===== src/rtl/video_timing_gen.sv =====
// video_timing_gen: parametrised raster timing generator for arcade cores.
//
// Free-running horizontal/vertical counters advance on clk_sys edges where ce_pix is high.
// Blank and sync flags are registered from the next counter values, so they always describe
// the position currently shown on hpos/vpos. rgb_out is the blanked, registered pixel.
//
// Optional feature macro: VTG_FLIP_EN adds the flip input (cocktail-mode mirrored positions).
//
// Ports:
//   clk_sys    in          sole clock
//   reset_n    in          asynchronous active-low reset
//   ce_pix     in          pixel clock enable
//   flip       in          mirror active-area positions (only with VTG_FLIP_EN)
//   rgb_in     in  RGBW    pixel for the current hpos/vpos
//   hpos/vpos  out CW      position presented to the core
//   rgb_out    out RGBW    registered pixel, forced to 0 while blanked
//   hblank     out         horizontal blank, active high
//   vblank     out         vertical blank, active high
//   hsync_n    out         horizontal sync, active low
//   vsync_n    out         vertical sync, active low
//   vbl_irq    out         single clk_sys pulse at vblank start
//   frame_cnt  out 8       completed frames, wraps at 255
module video_timing_gen #(
    parameter int unsigned CW           = 9,
    parameter int unsigned RGBW         = 12,
    parameter int unsigned H_ACTIVE     = 288,
    parameter int unsigned H_SYNC_START = 312,
    parameter int unsigned H_SYNC_END   = 343,
    parameter int unsigned H_TOTAL      = 384,
    parameter int unsigned V_ACTIVE     = 224,
    parameter int unsigned V_SYNC_START = 227,
    parameter int unsigned V_SYNC_END   = 234,
    parameter int unsigned V_TOTAL      = 263
) (
    input  logic            clk_sys,
    input  logic            reset_n,
    input  logic            ce_pix,
`ifdef VTG_FLIP_EN
    input  logic            flip,
`endif
    input  logic [RGBW-1:0] rgb_in,
    output logic [CW-1:0]   hpos,
    output logic [CW-1:0]   vpos,
    output logic [RGBW-1:0] rgb_out,
    output logic            hblank,
    output logic            vblank,
    output logic            hsync_n,
    output logic            vsync_n,
    output logic            vbl_irq,
    output logic [7:0]      frame_cnt
);

    localparam longint unsigned CNT_RANGE = 64'd1 << CW;

    if (!(H_ACTIVE < H_SYNC_START && H_SYNC_START < H_SYNC_END && H_SYNC_END <= H_TOTAL &&
          64'(H_TOTAL) <= CNT_RANGE)) begin : g_bad_h_geom
        $error("video_timing_gen: illegal horizontal geometry");
    end
    if (!(V_ACTIVE < V_SYNC_START && V_SYNC_START < V_SYNC_END && V_SYNC_END <= V_TOTAL &&
          64'(V_TOTAL) <= CNT_RANGE)) begin : g_bad_v_geom
        $error("video_timing_gen: illegal vertical geometry");
    end

    // Comparisons use one extra bit so a sync end equal to 2**CW stays representable.
    localparam int unsigned XW = CW + 1;
    localparam logic [XW-1:0] H_ACT_X = XW'(H_ACTIVE);
    localparam logic [XW-1:0] H_SS_X  = XW'(H_SYNC_START);
    localparam logic [XW-1:0] H_SE_X  = XW'(H_SYNC_END);
    localparam logic [XW-1:0] V_ACT_X = XW'(V_ACTIVE);
    localparam logic [XW-1:0] V_SS_X  = XW'(V_SYNC_START);
    localparam logic [XW-1:0] V_SE_X  = XW'(V_SYNC_END);
    localparam logic [CW-1:0] H_LAST  = CW'(H_TOTAL - 1);
    localparam logic [CW-1:0] V_LAST  = CW'(V_TOTAL - 1);
    localparam logic [CW-1:0] V_IRQ   = CW'(V_ACTIVE - 1);

    logic [CW-1:0]   r_hcnt;
    logic [CW-1:0]   r_vcnt;
    logic [RGBW-1:0] r_rgb;
    logic            r_hblank;
    logic            r_vblank;
    logic            r_hsync_n;
    logic            r_vsync_n;
    logic            r_vbl_irq;
    logic [7:0]      r_frame_cnt;

    logic            w_hwrap;
    logic            w_vwrap;
    logic [CW-1:0]   w_hn;
    logic [CW-1:0]   w_vn;
    logic [XW-1:0]   w_hx;
    logic [XW-1:0]   w_vx;

    assign w_hwrap = (r_hcnt == H_LAST);
    assign w_vwrap = (r_vcnt == V_LAST);
    assign w_hn    = w_hwrap ? '0 : r_hcnt + CW'(1);
    assign w_vn    = w_hwrap ? (w_vwrap ? '0 : r_vcnt + CW'(1)) : r_vcnt;
    assign w_hx    = {1'b0, w_hn};
    assign w_vx    = {1'b0, w_vn};

    always_ff @(posedge clk_sys or negedge reset_n) begin
        if (!reset_n) begin
            r_hcnt      <= '0;
            r_vcnt      <= '0;
            r_rgb       <= '0;
            r_hblank    <= 1'b1;
            r_vblank    <= 1'b1;
            r_hsync_n   <= 1'b1;
            r_vsync_n   <= 1'b1;
            r_vbl_irq   <= 1'b0;
            r_frame_cnt <= '0;
        end else begin
            // Pulse lasts one clk_sys regardless of how sparse ce_pix is.
            r_vbl_irq <= 1'b0;
            if (ce_pix) begin
                r_hcnt    <= w_hn;
                r_vcnt    <= w_vn;
                r_hblank  <= (w_hx >= H_ACT_X);
                r_vblank  <= (w_vx >= V_ACT_X);
                r_hsync_n <= !((w_hx >= H_SS_X) && (w_hx < H_SE_X));
                r_vsync_n <= !((w_vx >= V_SS_X) && (w_vx < V_SE_X));
                // Current flags describe the pixel whose rgb_in is on the bus now.
                r_rgb     <= (r_hblank || r_vblank) ? '0 : rgb_in;
                r_vbl_irq <= w_hwrap && (r_vcnt == V_IRQ);
                if (w_hwrap && w_vwrap) begin
                    r_frame_cnt <= r_frame_cnt + 8'd1;
                end
            end
        end
    end

`ifdef VTG_FLIP_EN
    localparam logic [CW-1:0] H_ACT_M1 = CW'(H_ACTIVE - 1);
    localparam logic [CW-1:0] V_ACT_M1 = CW'(V_ACTIVE - 1);

    // Only the active area is mirrored; blanking positions pass through unchanged.
    always_comb begin
        hpos = r_hcnt;
        vpos = r_vcnt;
        if (flip && ({1'b0, r_hcnt} < H_ACT_X)) begin
            hpos = H_ACT_M1 - r_hcnt;
        end
        if (flip && ({1'b0, r_vcnt} < V_ACT_X)) begin
            vpos = V_ACT_M1 - r_vcnt;
        end
    end
`else
    assign hpos = r_hcnt;
    assign vpos = r_vcnt;
`endif

    assign rgb_out   = r_rgb;
    assign hblank    = r_hblank;
    assign vblank    = r_vblank;
    assign hsync_n   = r_hsync_n;
    assign vsync_n   = r_vsync_n;
    assign vbl_irq   = r_vbl_irq;
    assign frame_cnt = r_frame_cnt;

endmodule


===== config.mk =====
export PLATFORM = sky130hd
export DESIGN_NAME = video_timing_gen
export DESIGN_NICKNAME = d
export VERILOG_FILES = /design/src/rtl/video_timing_gen.sv
export SDC_FILE = /design/constraint.sdc
export NUM_CORES = 1
export LEC_CHECK = 0
export BUFFER_PORTS_ARGS = -buffer_cell sky130_fd_sc_hd__buf_2
export CORE_ASPECT_RATIO = 2
export CORE_MARGIN = 10
export CORE_UTILIZATION = 30
export CTS_CLUSTER_DIAMETER = 120
export DETAILED_ROUTE_END_ITERATION = 12
export HOLD_SLACK_MARGIN = 0.03
export SYNTH_ARGS = -nofsm -noshare
export SYNTH_HDL_FRONTEND = slang
export SYNTH_SLANG_ARGS = --single-unit
export TNS_END_PERCENT = 20

===== constraint.sdc =====
create_clock -name clk_sys -period 2.9 [get_ports clk_sys]
set_input_delay 0.58 -clock clk_sys [delete_from_list [all_inputs] [get_ports clk_sys]]
set_output_delay 0.58 -clock clk_sys [all_outputs]
set_load 0.005 [all_outputs]

==> impl_metrics.env <==
export IMPL_grt_max_degree=43
export IMPL_start_util_pct=30.4
export IMPL_drive_gt1_share_pct=29.1
export IMPL_fill_cells=812
export IMPL_min_period_over_period_pct=78.1
export IMPL_instances_no_fill=372
export IMPL_slew_viol_final=0
export IMPL_p_switching_uw=485
export IMPL_root_buffer="clkbuf_16"
export IMPL_vdd_drop_max_v=0.000278
export IMPL_skew_ns=0.00491
export IMPL_internal_power_mw=1.22
export IMPL_antennaDiodeCount=0
export IMPL_synth_compound_area_share_pct=15.4
export IMPL_cts_setup_buffers=0
export IMPL_wl_per_cell_um=16.5
export IMPL_dp_cells=364
export IMPL_finalSetupViolCount=0
export IMPL_pin_count=58
export IMPL_syn_num_nets=243
export IMPL_synth_cell_types=53
export IMPL_final_cell_mix="buf_2 (57), dfrtp_1 (39), nand2_1 (21)"
export IMPL_ys_ff_latch=43
export IMPL_tns_ns=0
export IMPL_postRouteAntennaNets=0
export IMPL_synth_mux_area_share_pct=3.27
export IMPL_cp_start_kind="flop"
export IMPL_dpl_hpwl_mm=4.65
export IMPL_combinationalPowerShare_pct=17.4
export IMPL_max_slew_worst_pin_slew_ns=0.971
export IMPL_yosys_area_share_simple_pct=20.2
export IMPL_grtUsageTotal_pct=11.0
export IMPL_layout_commonest_cell="buf_2"
export IMPL_endpoint_kind="flop"
export IMPL_vias=1866
export IMPL_via_per_inst=5.02
export IMPL_drt_iter0_markers=133
export IMPL_cts_reportedPaths_clkPinSlew_ns=0.06
export IMPL_status="completed"
export IMPL_clockBufferDepth=2
export IMPL_cts_resized=0
export IMPL_cts_tree="built"
export IMPL_r2r_worst_path_cells=7
export IMPL_synth_top_area_cell="dfrtp_1"
export IMPL_numCtsBuffers=5
export IMPL_regToRegEndpoint="vsync_n"
export IMPL_rr_startpoint="hpos[0]"
export IMPL_grt_pass1_vias=1954
export IMPL_hold_class="in -> async"
export IMPL_synth_top_family_by_area="simple AND/OR/NAND/NOR gates"
export IMPL_reg2reg_setup_slack_ns=0.64
export IMPL_crit_arrival_ns=2.48
export IMPL_synthAdderAreaFrac_pct=2.72
export IMPL_drc=0
export IMPL_crit_required_ns=3.12
export IMPL_clk_latency_ns=0.29
export IMPL_antenna_found_initial=0
export IMPL_ys_warnings_count=0
export IMPL_max_clock_freq_mhz=442
export IMPL_die_h_um=144
export IMPL_synth_top_area_share_pct=42.5
export IMPL_cap_violations=0
export IMPL_cts_sinks=43
export IMPL_htreeDepth=2
export IMPL_syn_instance_count=223
export IMPL_place_area_sq_um=2640
export IMPL_die_area_sq_um=11800
export IMPL_p_sw_share_pct=28.4
export IMPL_timing_final_hold_violations=0
export IMPL_fin_crit_ns=2.26
export IMPL_syn_area_sq_um=2300
export IMPL_stdcell_area_sq_um=2800
export IMPL_rows=45
export IMPL_crit_fanout=11
export IMPL_fp_coreArea_sq_um=7540
export IMPL_synth_area_top_cells="dfrtp_1 (42%), dfstp_2 (4.6%), a22o_1 (4.6%)"
export IMPL_yosys_area_share_xor_xnor_pct=6.48
export IMPL_chipWidth_um=81.9
export IMPL_fin_nets=297
export IMPL_clkPwrFrac_pct=37.5
export IMPL_yosysSeqAreaShare_pct=47.1
export IMPL_wl_mm=6.14
export IMPL_power_frac_seq_pct=45.1
export IMPL_gp_congestion=0.825
export IMPL_slew_headroom_pct=35.3
export IMPL_cts_hold_buf=0
export IMPL_rsz0062_at_grt="no"
export IMPL_synth_ff_type="dfrtp_1"
export IMPL_async_flop_share_pct=100
export IMPL_synth_edf_count=0
export IMPL_dr_pass1_iters=4
export IMPL_gr_total_overflow=0
export IMPL_power_density_nw_per_um2=608
export IMPL_numPortBuffers=57
export IMPL_area_delta_synth_final_pct=22.0
export IMPL_cellLeakagePower_nw=1.31
export IMPL_grt_pass1_wl_mm=10.0
export IMPL_avgSynthCellArea_sq_um=10.3
export IMPL_critPathKind="reg -> reg"
-- synthesized netlist by cell type, types with 4 or more instances --
cell type / instances
mux2_2: 4
nor2_1: 17
o21ai_0: 10
xnor2_1: 10
nor3_1: 7
a22o_1: 12
ha_1: 5
dfstp_2: 4
inv_1: 8
nand3_1: 8
dfrtp_1: 39
nand2_1: 21
xor2_1: 7
nand4_1: 7
clkbuf_1: 6
-- stage by stage --
step / util, % / worst slack [ns] / hold WS (ns) / power, mW
2_1_floorplan: - / 0.806 / 0.284 / 0.941
3_3_place_gp: 35.0 / 0.728 / 0.454 / 1.08
3_5_place_dp: 35.0 / 0.631 / 0.464 / 1.08
4_1_cts: 37.1 / 0.629 / 0.473 / 1.74
5_1_grt: 37.1 / 0.408 / 0.491 / 1.81
6_report: 37.1 / 0.636 / 0.438 / 1.71
-- cell type report --
cell class | count | area [sq um] | area share, %
clock buffers | 7 | 133 | 4.73
clock inverters | 1 | 30.0 | 1.07
inverters | 8 | 30.0 | 1.07
multi-input cells | 159 | 1100 | 39.4
flip-flops and latches | 43 | 1080 | 38.6
well taps | 94 | 118 | 4.20
repair buffers | 60 | 308 | 11.0
-- routing by layer --
metal / routed length (um) / part of all wire (%) / vias to the layer above / GRT usage, %
li1: - / - / 909 / -
met1: 2150 / 35 / 898 / 11.0
met2: 3520 / 57 / 51 / 20.0
met3: 301 / 4.9 / 8 / 2.13
met4: 163 / 2.7 / 0 / 6.13
met5: 0 / 0 / - / 0
-- worst max-delay path, stage by stage (launching register included) --
cell and delay (ns):
dfrtp_1 0.49, ha_1 0.33, and4b_1 0.33, and2_4 0.26, nand2_4 0.06, o32ai_2 0.25, o21ai_1 0.12, o32a_1 0.35
-- registers in the layout, summed over array words and instances, names as in the netlist --
register	count
frame_cnt	8
hblank	1
hpos	9
hsync_n	1
rgb_out	12
vbl_irq	1
vblank	1
vpos	9
vsync_n	1
-- logic make-up (layout without fill, tap and decap cells) --
group / Yosys count / after routing
xor+xnor: 17 / 17
mux: 7 / 7
flops: 43 / 43
simple gates: 82 / 82
compound gates: 48 / 48
buf+inv: 21 / 76
fa+ha+maj: 5 / 5
-- worst max-delay path by stage --
stage                     startpoint       to  cells past startpoint
after floorplan              hpos[0]  vsync_n                      9
after global placement       hpos[0]  vsync_n                      7
after detailed placement     hpos[0]  vsync_n                      7
after CTS                    hpos[0]  vsync_n                      7
after global routing         hpos[0]  vsync_n                      7
final                        hpos[0]  vsync_n                      7
-- power by group through the flow --
stage / logic [mW] / clock network, mW / registers [mW]
6_report: 0.297 / 0.639 / 0.769
5_1_grt: 0.338 / 0.687 / 0.784
4_1_cts: 0.304 / 0.664 / 0.768
3_5_place_dp: 0.303 / 0 / 0.778
3_3_place_gp: 0.301 / 0 / 0.776
2_1_floorplan: 0.203 / 0 / 0.737
Power figures use the tool's default switching activity.
